## src/rtl/vc_mem_arb_4port.sv

```systemverilog
// vc_mem_arb_4port
//
// Lets four requesters share one single-port memory.
// - Requests pass through combinationally. A round-robin pointer picks one of the
//   requesters whose valid is high.
// - Each accepted request records the 2-bit id of the granted port in a tag FIFO.
//   The memory returns responses in request order, so the FIFO head says which
//   requester the current response belongs to.
//
// Ports
//   clk, reset                      clock, synchronous active-high reset
//   memreqN_val/rdy/msg  (N=0..3)   requester-side request channels
//   memrespN_val/rdy/msg (N=0..3)   requester-side response channels
//   memreq_val/rdy/msg              request channel to the memory
//   memresp_val/rdy/msg             response channel from the memory

`ifndef VC_MEM_REQ_MSG_SZ
`define VC_MEM_REQ_MSG_SZ(a_, d_) (1 + (a_) + $clog2((d_) / 8) + (d_))
`endif

`ifndef VC_MEM_RESP_MSG_SZ
`define VC_MEM_RESP_MSG_SZ(d_) (1 + $clog2((d_) / 8) + (d_))
`endif

module vc_mem_arb_4port #(
  parameter int p_addr_sz          = 8,
  parameter int p_data_sz          = 32,
  parameter int p_max_outstanding  = 4,
  localparam int c_req_msg_sz      = `VC_MEM_REQ_MSG_SZ(p_addr_sz, p_data_sz),
  localparam int c_resp_msg_sz     = `VC_MEM_RESP_MSG_SZ(p_data_sz)
) (
  input  logic                     clk,
  input  logic                     reset,

  input  logic                     memreq0_val,
  output logic                     memreq0_rdy,
  input  logic [c_req_msg_sz-1:0]  memreq0_msg,
  input  logic                     memreq1_val,
  output logic                     memreq1_rdy,
  input  logic [c_req_msg_sz-1:0]  memreq1_msg,
  input  logic                     memreq2_val,
  output logic                     memreq2_rdy,
  input  logic [c_req_msg_sz-1:0]  memreq2_msg,
  input  logic                     memreq3_val,
  output logic                     memreq3_rdy,
  input  logic [c_req_msg_sz-1:0]  memreq3_msg,

  output logic                     memresp0_val,
  input  logic                     memresp0_rdy,
  output logic [c_resp_msg_sz-1:0] memresp0_msg,
  output logic                     memresp1_val,
  input  logic                     memresp1_rdy,
  output logic [c_resp_msg_sz-1:0] memresp1_msg,
  output logic                     memresp2_val,
  input  logic                     memresp2_rdy,
  output logic [c_resp_msg_sz-1:0] memresp2_msg,
  output logic                     memresp3_val,
  input  logic                     memresp3_rdy,
  output logic [c_resp_msg_sz-1:0] memresp3_msg,

  output logic                     memreq_val,
  input  logic                     memreq_rdy,
  output logic [c_req_msg_sz-1:0]  memreq_msg,

  input  logic                     memresp_val,
  output logic                     memresp_rdy,
  input  logic [c_resp_msg_sz-1:0] memresp_msg
);

  localparam int c_ptr_sz = $clog2(p_max_outstanding);
  localparam int c_cnt_sz = c_ptr_sz + 1;
  localparam logic [c_cnt_sz-1:0] c_full_cnt = c_cnt_sz'(p_max_outstanding);
  localparam logic [c_cnt_sz-1:0] c_one_cnt  = c_cnt_sz'(1);
  localparam logic [c_ptr_sz-1:0] c_one_ptr  = c_ptr_sz'(1);

  // Per-port inputs and outputs gathered into vectors so the port id can index them.
  logic [3:0]              req_val_s;
  logic [c_req_msg_sz-1:0] req_msg_s [4];
  logic [3:0]              resp_rdy_s;
  logic [3:0]              req_rdy_s;
  logic [3:0]              resp_val_s;

  // Arbitration and tag-FIFO state.
  logic [1:0]              ptr_r;
  logic [1:0]              tags_r [p_max_outstanding];
  logic [c_ptr_sz-1:0]     wr_ptr_r;
  logic [c_ptr_sz-1:0]     rd_ptr_r;
  logic [c_cnt_sz-1:0]     count_r;

  logic [1:0]              grant_s;
  logic                    grant_val_s;
  logic [1:0]              cand_s;
  logic                    full_s;
  logic                    empty_s;
  logic [1:0]              head_s;
  logic                    memreq_val_s;
  logic [c_req_msg_sz-1:0] memreq_msg_s;
  logic                    memresp_rdy_s;
  logic                    req_fire_s;
  logic                    resp_fire_s;

  assign req_val_s   = {memreq3_val, memreq2_val, memreq1_val, memreq0_val};
  assign req_msg_s[0] = memreq0_msg;
  assign req_msg_s[1] = memreq1_msg;
  assign req_msg_s[2] = memreq2_msg;
  assign req_msg_s[3] = memreq3_msg;
  assign resp_rdy_s  = {memresp3_rdy, memresp2_rdy, memresp1_rdy, memresp0_rdy};

  assign full_s  = (count_r == c_full_cnt);
  assign empty_s = (count_r == {c_cnt_sz{1'b0}});
  assign head_s  = tags_r[rd_ptr_r];

  // Round-robin search. The loop scans from the farthest offset down to ptr itself,
  // so the nearest valid port is the one that remains in grant_s.
  always_comb begin
    grant_s     = 2'd0;
    grant_val_s = 1'b0;
    cand_s      = 2'd0;
    for (int i = 3; i >= 0; i--) begin
      cand_s      = ptr_r + 2'(i);
      grant_s     = req_val_s[cand_s] ? cand_s : grant_s;
      grant_val_s = grant_val_s | req_val_s[cand_s];
    end
  end

  // Request side. A full FIFO blocks new requests even when a response pops in the
  // same cycle, which keeps the ready path free of the response handshake.
  always_comb begin
    memreq_val_s = 1'b0;
    memreq_msg_s = {c_req_msg_sz{1'b0}};
    req_rdy_s    = 4'b0000;
    if (grant_val_s && !reset) begin
      memreq_val_s = !full_s;
      memreq_msg_s = req_msg_s[grant_s];
      if (memreq_rdy && !full_s) begin
        req_rdy_s[grant_s] = 1'b1;
      end else begin
        req_rdy_s = 4'b0000;
      end
    end else begin
      memreq_val_s = 1'b0;
      memreq_msg_s = {c_req_msg_sz{1'b0}};
      req_rdy_s    = 4'b0000;
    end
  end

  // Response side. The FIFO head selects the destination. When the FIFO is empty,
  // ready stays low, so an unexpected response is stalled instead of dropped.
  always_comb begin
    resp_val_s    = 4'b0000;
    memresp_rdy_s = 1'b0;
    if (!empty_s && !reset) begin
      resp_val_s[head_s] = memresp_val;
      memresp_rdy_s      = resp_rdy_s[head_s];
    end else begin
      resp_val_s    = 4'b0000;
      memresp_rdy_s = 1'b0;
    end
  end

  assign req_fire_s  = memreq_val_s & memreq_rdy;
  assign resp_fire_s = memresp_val & memresp_rdy_s;

  assign memreq_val   = memreq_val_s;
  assign memreq_msg   = memreq_msg_s;
  assign memresp_rdy  = memresp_rdy_s;
  assign memreq0_rdy  = req_rdy_s[0];
  assign memreq1_rdy  = req_rdy_s[1];
  assign memreq2_rdy  = req_rdy_s[2];
  assign memreq3_rdy  = req_rdy_s[3];
  assign memresp0_val = resp_val_s[0];
  assign memresp1_val = resp_val_s[1];
  assign memresp2_val = resp_val_s[2];
  assign memresp3_val = resp_val_s[3];
  assign memresp0_msg = memresp_msg;
  assign memresp1_msg = memresp_msg;
  assign memresp2_msg = memresp_msg;
  assign memresp3_msg = memresp_msg;

  // Priority pointer: after a fire, the port just served drops to lowest priority.
  always_ff @(posedge clk) begin
    if (reset) begin
      ptr_r <= 2'd0;
    end else if (req_fire_s) begin
      ptr_r <= grant_s + 2'd1;
    end
  end

  // Tag storage. Entries carry no reset because count_r marks which ones are live.
  always_ff @(posedge clk) begin
    if (req_fire_s) begin
      tags_r[wr_ptr_r] <= grant_s;
    end
  end

  // FIFO pointers wrap naturally because the depth is a power of two.
  always_ff @(posedge clk) begin
    if (reset) begin
      wr_ptr_r <= {c_ptr_sz{1'b0}};
      rd_ptr_r <= {c_ptr_sz{1'b0}};
    end else begin
      if (req_fire_s) begin
        wr_ptr_r <= wr_ptr_r + c_one_ptr;
      end
      if (resp_fire_s) begin
        rd_ptr_r <= rd_ptr_r + c_one_ptr;
      end
    end
  end

  // Occupancy. A push cannot occur when full and a pop cannot occur when empty,
  // so the count stays in range.
  always_ff @(posedge clk) begin
    if (reset) begin
      count_r <= {c_cnt_sz{1'b0}};
    end else begin
      case ({req_fire_s, resp_fire_s})
        2'b10:   count_r <= count_r + c_one_cnt;
        2'b01:   count_r <= count_r - c_one_cnt;
        default: count_r <= count_r;
      endcase
    end
  end

endmodule

```

## config.mk

```make
export PLATFORM = sky130hd
export DESIGN_NAME = vc_mem_arb_4port
export DESIGN_NICKNAME = d
export VERILOG_FILES = /design/src/rtl/vc_mem_arb_4port.sv
export SDC_FILE = /design/constraint.sdc
export NUM_CORES = 1
export LEC_CHECK = 0
export ABC_CLOCK_PERIOD_IN_PS = 4680
export CORE_AREA = 4 4 158 160
export DETAILED_ROUTE_END_ITERATION = 7
export DIE_AREA = 0 0 162 164
export PLACE_DENSITY = 0.59
export SYNTH_ARGS = -nofsm -noshare
export SYNTH_HDL_FRONTEND = slang
export SYNTH_SLANG_ARGS = --single-unit
```

## constraint.sdc

```tcl
create_clock -name clk -period 4.68 [get_ports clk]
set_clock_uncertainty 0.2 [all_clocks]
set_input_delay 1.404 -clock clk [delete_from_list [all_inputs] [get_ports clk]]
set_output_delay 1.404 -clock clk [all_outputs]
set_load 0.05 [all_outputs]
```

# Yosys cells after proc, flatten, opt, wreduce, memory -nomap -nowiden
# Memory sizes are Yosys's and may differ from the RTL's. A register that Yosys moved wholly into a read port is not among the register bits.
# Index checks and enable logic that the tools add are counted.
totals:
  ff_bits: 9
  latch_bits: 0
  ram_bits: 8
  romBits: 0
  input_bits: 219
  output_inout_bits: 193
  wordCells: 74
  mem_count: 1
memory_table:
  columns: ["name", "words", "width", "read_ports", "rd_ports_with_merged_regs", "write_ports", "line_no", "text"]
  rows:
  - ["tags_r", 4, 2, 1, 1, 1, "85", "logic [1:0] tags_r [p_max_outstanding];"]
classes:
  addsub: 8
  mul: 0
  div: 0
  n_lt_le_gt_ge: 9
  n_eq_ne: 3
  shift: 0
  muxes: 32
  n_bitwise: 7
  reduce_logical: 10
op_table:
  columns: ["op", "n"]
  rows:
  - ["$mux W43", 3]
  - ["$bmux W43 S2", 1]
  - ["$lt A2 B3 Y1 const B", 6]
  - ["$mux W2", 6]
  - ["$mux W4", 3]
  - ["$mux W1", 11]
  - ["$bmux W1 S2", 5]
  - ["$add A2 B1 Y2 const B", 4]
  - ["$pmux W3 S2", 1]
  - ["$logic_and A1 B1 Y1", 5]
  - ["$add A2 B2 Y2 const B", 2]
  - ["$and A4 B4 Y4", 1]
  - ["$demux W1 S2", 2]
  - ["$ge A2 B1 Y1 const B", 2]
  - ["$add A3 B1 Y3 const B", 1]
  - ["$eq A3 B3 Y1 const B", 1]
  - ["$ge A3 B3 Y1 const B", 1]
  - ["$logic_not A1 Y1", 3]
  - ["$logic_not A3 Y1", 1]
  - ["$not A2 Y3", 1]
  - ["$or A1 B1 Y1", 3]
  - ["$sub A3 B1 Y3 const B", 1]
  - ["$and A1 B1 Y1", 2]
  - ["$eq A2 B1 Y1 const B", 1]
  - ["other kinds (2)", 2]

# Longest topological paths before layout
logic_depth:
  word_depth: 13
  depth_mapped: 11
  ltp_nobuf: 10

# Worst setup path before layout
# No wires, ideal clock.
synth_timing:
  path_type: "input to output"
  start: "input port memresp1_rdy"
  end: "output port memresp_rdy"
  t_arrival_ns: 4.070
  required_time_ns: 3.076
  setup_slack_ns: -0.994
  path_stages: 3
  n_path_buf: 0
  path_cell_list: "mux2i_1 nor2b_1 a2111oi_0"
synth_via:
  elab_chain_cells: 3
synth_rtl:
  columns: ["item", "line_no", "text"]
  rows:
  - ["from (decl)", "52", "input logic memresp1_rdy,"]
  - ["$bmux W1 S2", "154", "memresp_rdy_s = resp_rdy_s[head_s];"]
  - ["$mux W1 (not written as such)", "154", null]
  - ["$mux W1", "152", "if (!empty_s && !reset) begin"]
  - ["to (decl)", "66", "output logic memresp_rdy,"]
# No other way between the ends. The select of a mux whose other input is x is not followed.

# Worst setup path in the final report
layout_timing:
  start: "input port memreq2_val"
  end: "output port memreq_msg[36]"
layout_via:
  elab_chain_cells: 11
  elab_cells_between_ends: 21
  cone_classes: "16 x mux; 4 x bitwise; 1 x reduce/logical"
layout_rtl:
  columns: ["item", "line_no", "text"]
  rows:
  - ["from (decl)", "41", "input logic memreq2_val,"]
  - ["$bmux W1 S2", "121, 122", null]
  - ["$mux W1 (not written as such)", "121, 122", null]
  - ["$mux W2 (4 in series)", "121", "grant_s = req_val_s[cand_s] ? cand_s : grant_s;"]
  - ["$not A2 Y3 (not written as such)", "134", "memreq_msg_s = req_msg_s[grant_s];"]
  - ["$bmux W43 S2", "134", null]
  - ["$mux W43 (not written as such) (2 in series)", "134", null]
  - ["$mux W43 (*)", "132", "if (grant_val_s && !reset) begin"]
  - ["to (decl)", "63", "output logic [c_req_msg_sz-1:0] memreq_msg,"]
# Every way passes the cells marked *; elsewhere a longest branch is shown, timed or not. The select of a mux whose other input is x is not followed.

==> reports/results.ini <==
[run_status]
outcome=finished, violations left
violations=negative setup slack

[clocking]
tritoncts=yes
cts.path.max_buffers=2
hold_buffers=0
cts.sinks=19
htree_levels=1
cts-buffers-inserted=3
clk_pin_slew_ps=50
clk_latency_ps=250
clockRootBuffer=clkbuf_16

[layout]
syn2layout_area_growth_pct=121
fillCellCount=2399
drive_gt1_share_pct=41.8
fin_cells=964
num-nets-final=874

[logic_synthesis]
synth_seq_area_share_pct=12.7
synthMuxAreaShare_pct=2.94
synth_area_leaders=buf_4 (29%), a311oi_1 (10%), nand2_1 (9.2%)
synth.top_cell.area_share_pct=29.0
yosys.area_share.simple_pct=21.3
synth_compound_area_share_pct=22.8
synthesis.area_um2=3620
synth_fa_ha_area_share_pct=3.67
synth_seq_cells=19
yosysUniqueCellTypes=37
async_flop_share_pct=0
synth_nets=721
synthTopCellsByCount=buf_4 (140), nand2_1 (89), a211oi_1 (44)
ys.flop_type=dfxtp_1
synth_xor_area_share_pct=0.968
netlist_instances=492
yosys_warnings=0
synth_top_area_cell=buf_4
synth-edff-count=8
yosysMostFrequentCell=buf_4
synth_top_family_by_area=buffers and inverters
avgSynthCellArea_um2=7.35

[die]
dieArea_um2=26600
die_w_um=162
start_util_pct=15.5
coreArea_um2=23400
fp.dieH_um=164
io_pins=412
rows=56

[global_route]
antenna_found_initial=1
track_usage_pct=11.9
grt_max_degree=23
grt_pass1_vias=4382
grt_first_pass_wirelength_um=25000
grt_overflow=0

[place]
gp_congestion=0.732
dp_hpwl_um=13300
post-place-cells=926
io_buffers=236

[timing]
tns_ps=-2740
setup_ws_ps=-126
rsz0062_at_grt=true
tightest_slew_ps=455
post-route-min-period_ps=4810
final-max-slew-violation-count=0
fmax_ghz=0.208
slew_headroom_pct=69.6
setup_viol=39
fin_crit_sh_pct=103
final_hold_viol_count=0
hold_slack_ps=264

[routing]
dr.pass1.iters=4
post_drt_wl_per_cell_um=18.0
drtIter0Drc=138
via_per_inst=4.19
routed_wl_um=17300
drc=0
vias=4042
antenna_left=0

[critical_path]
worstPathArrival_ps=3200
crit_path_max_fanout=9
path_class=input pin to primary output
required_ps=3080
crit_path_max_incr_delay_ps=310
startpoint_type=input pin
crit_chain=buf_8, buf_6, mux2_4, a221oi_4, buf_4, buf_12, bufbuf_16, buf_4, a311oi_4, buf_12
critPathSlowestCell=a221oi_4
end_kind=primary output

[job]
drv_cap=0

[pwr]
ir_drop_mv=0.108
p_leak_nw=2.97
powerDensity_nw_per_um2=209
power_mw=1.67

[min_path]
min_path_type=flip-flop to flip-flop

## cells in the final DEF (no fill, tap or decap), types with 3 or more instances in the layout
cell	synthesis	final
nor2_1	12	12
buf_4	140	47
inv_1	11	10
a21oi_1	4	3
clkbuf_16	0	4
a211oi_1	44	10
and2_4	0	5
nor2b_1	4	3
edfxtp_1	8	8
mux2i_1	5	5
a211oi_4	0	18
buf_12	0	68
nand2_1	89	69
a311oi_4	0	35
buf_6	4	12
ha_1	9	7
and3_1	43	43
buf_8	1	9
buf_16	0	6
and2_1	9	4
clkdlybuf4s50_1	0	179
a311oi_2	0	8
dfxtp_1	11	11
a211oi_2	1	17
nand2_4	0	5
nand2_2	0	15
## repair_timing
| action | 4_1_cts | 5_1_grt |
|---|---|---|
| resized for setup | 113 | 35 |
| hold endpoints to repair | 0 | 0 |
| endpoints found under the setup margin | 47 | 48 |
| buffers inserted | 23 | 6 |
| pin swaps | 46 | 18 |
| gates cloned | 8 | 0 |
## logic make-up (layout without fill, tap and decap cells)
family / Yosys count / in the layout
compound gates: 99 / 99
xor+xnor: 4 / 4
fa+ha+maj: 10 / 10
buf+inv: 189 / 341
flops: 19 / 19
mux: 8 / 8
other cells: 0 / 1
simple gates: 163 / 163
## path summary, 6_finish.rpt
| path | slack (ps) | from | cells past startpoint | to |
|---|---|---|---|---|
| hold reg to reg | 260 | rd_ptr_r[1] | 1 | rd_ptr_r[1] |
| setup reg to reg | 1600 | flip-flop | 9 | count_r[2] |
| setup / recovery | -130 | memreq2_val | 10 | memreq_msg[36] |
| hold / removal | 260 | rd_ptr_r[1] | 1 | rd_ptr_r[1] |
## stage by stage
stage                     utilization, %  setup WS, ps  cell area (µm²)
after floorplan                        -          -278             4320
after detailed placement            29.6          -608             6920
after global placement              29.6          -589             6920
after CTS                           33.5          -135             7840
final                               34.1          -126             7990
after global routing                34.1          -192             7990
## critical path, delay by kind of cell
family,cells,cell delay [ps]
AOI/OAI and AO/OA,2,410
buffers and inverters,7,1090
muxes,1,270
## final cells by class
type | instances | area, µm² | share of cell area (%)
Multi-Input combinational cell | 284 | 2980 | 37.3
Antenna cell | 1 | 2.50 | 0.0313
Clock buffer | 4 | 78.8 | 0.987
Timing Repair Buffer | 325 | 4020 | 50.3
Tap cell | 319 | 399 | 5.00
Sequential cell | 19 | 460 | 5.76
Inverter | 12 | 52.6 | 0.658
## report_power, final
| part | internal [mW] | switching [mW] | total [mW] |
|---|---|---|---|
| sequential | 0.181 | 0.00598 | 0.187 |
| clock | 0.116 | 0.0580 | 0.174 |
| combinational | 0.682 | 0.629 | 1.31 |
| total | 0.979 | 0.693 | 1.67 |
## per-layer routing
metal	part of all wire, %	global-route usage, %	vias up
met5	0.075	0	-
met4	1.7	2.42	2
met3	9.0	3.24	32
met2	53	22.6	218
met1	36	13.4	1893
li1	-	-	1897
No activity file was read; power rests on OpenSTA's default activity.
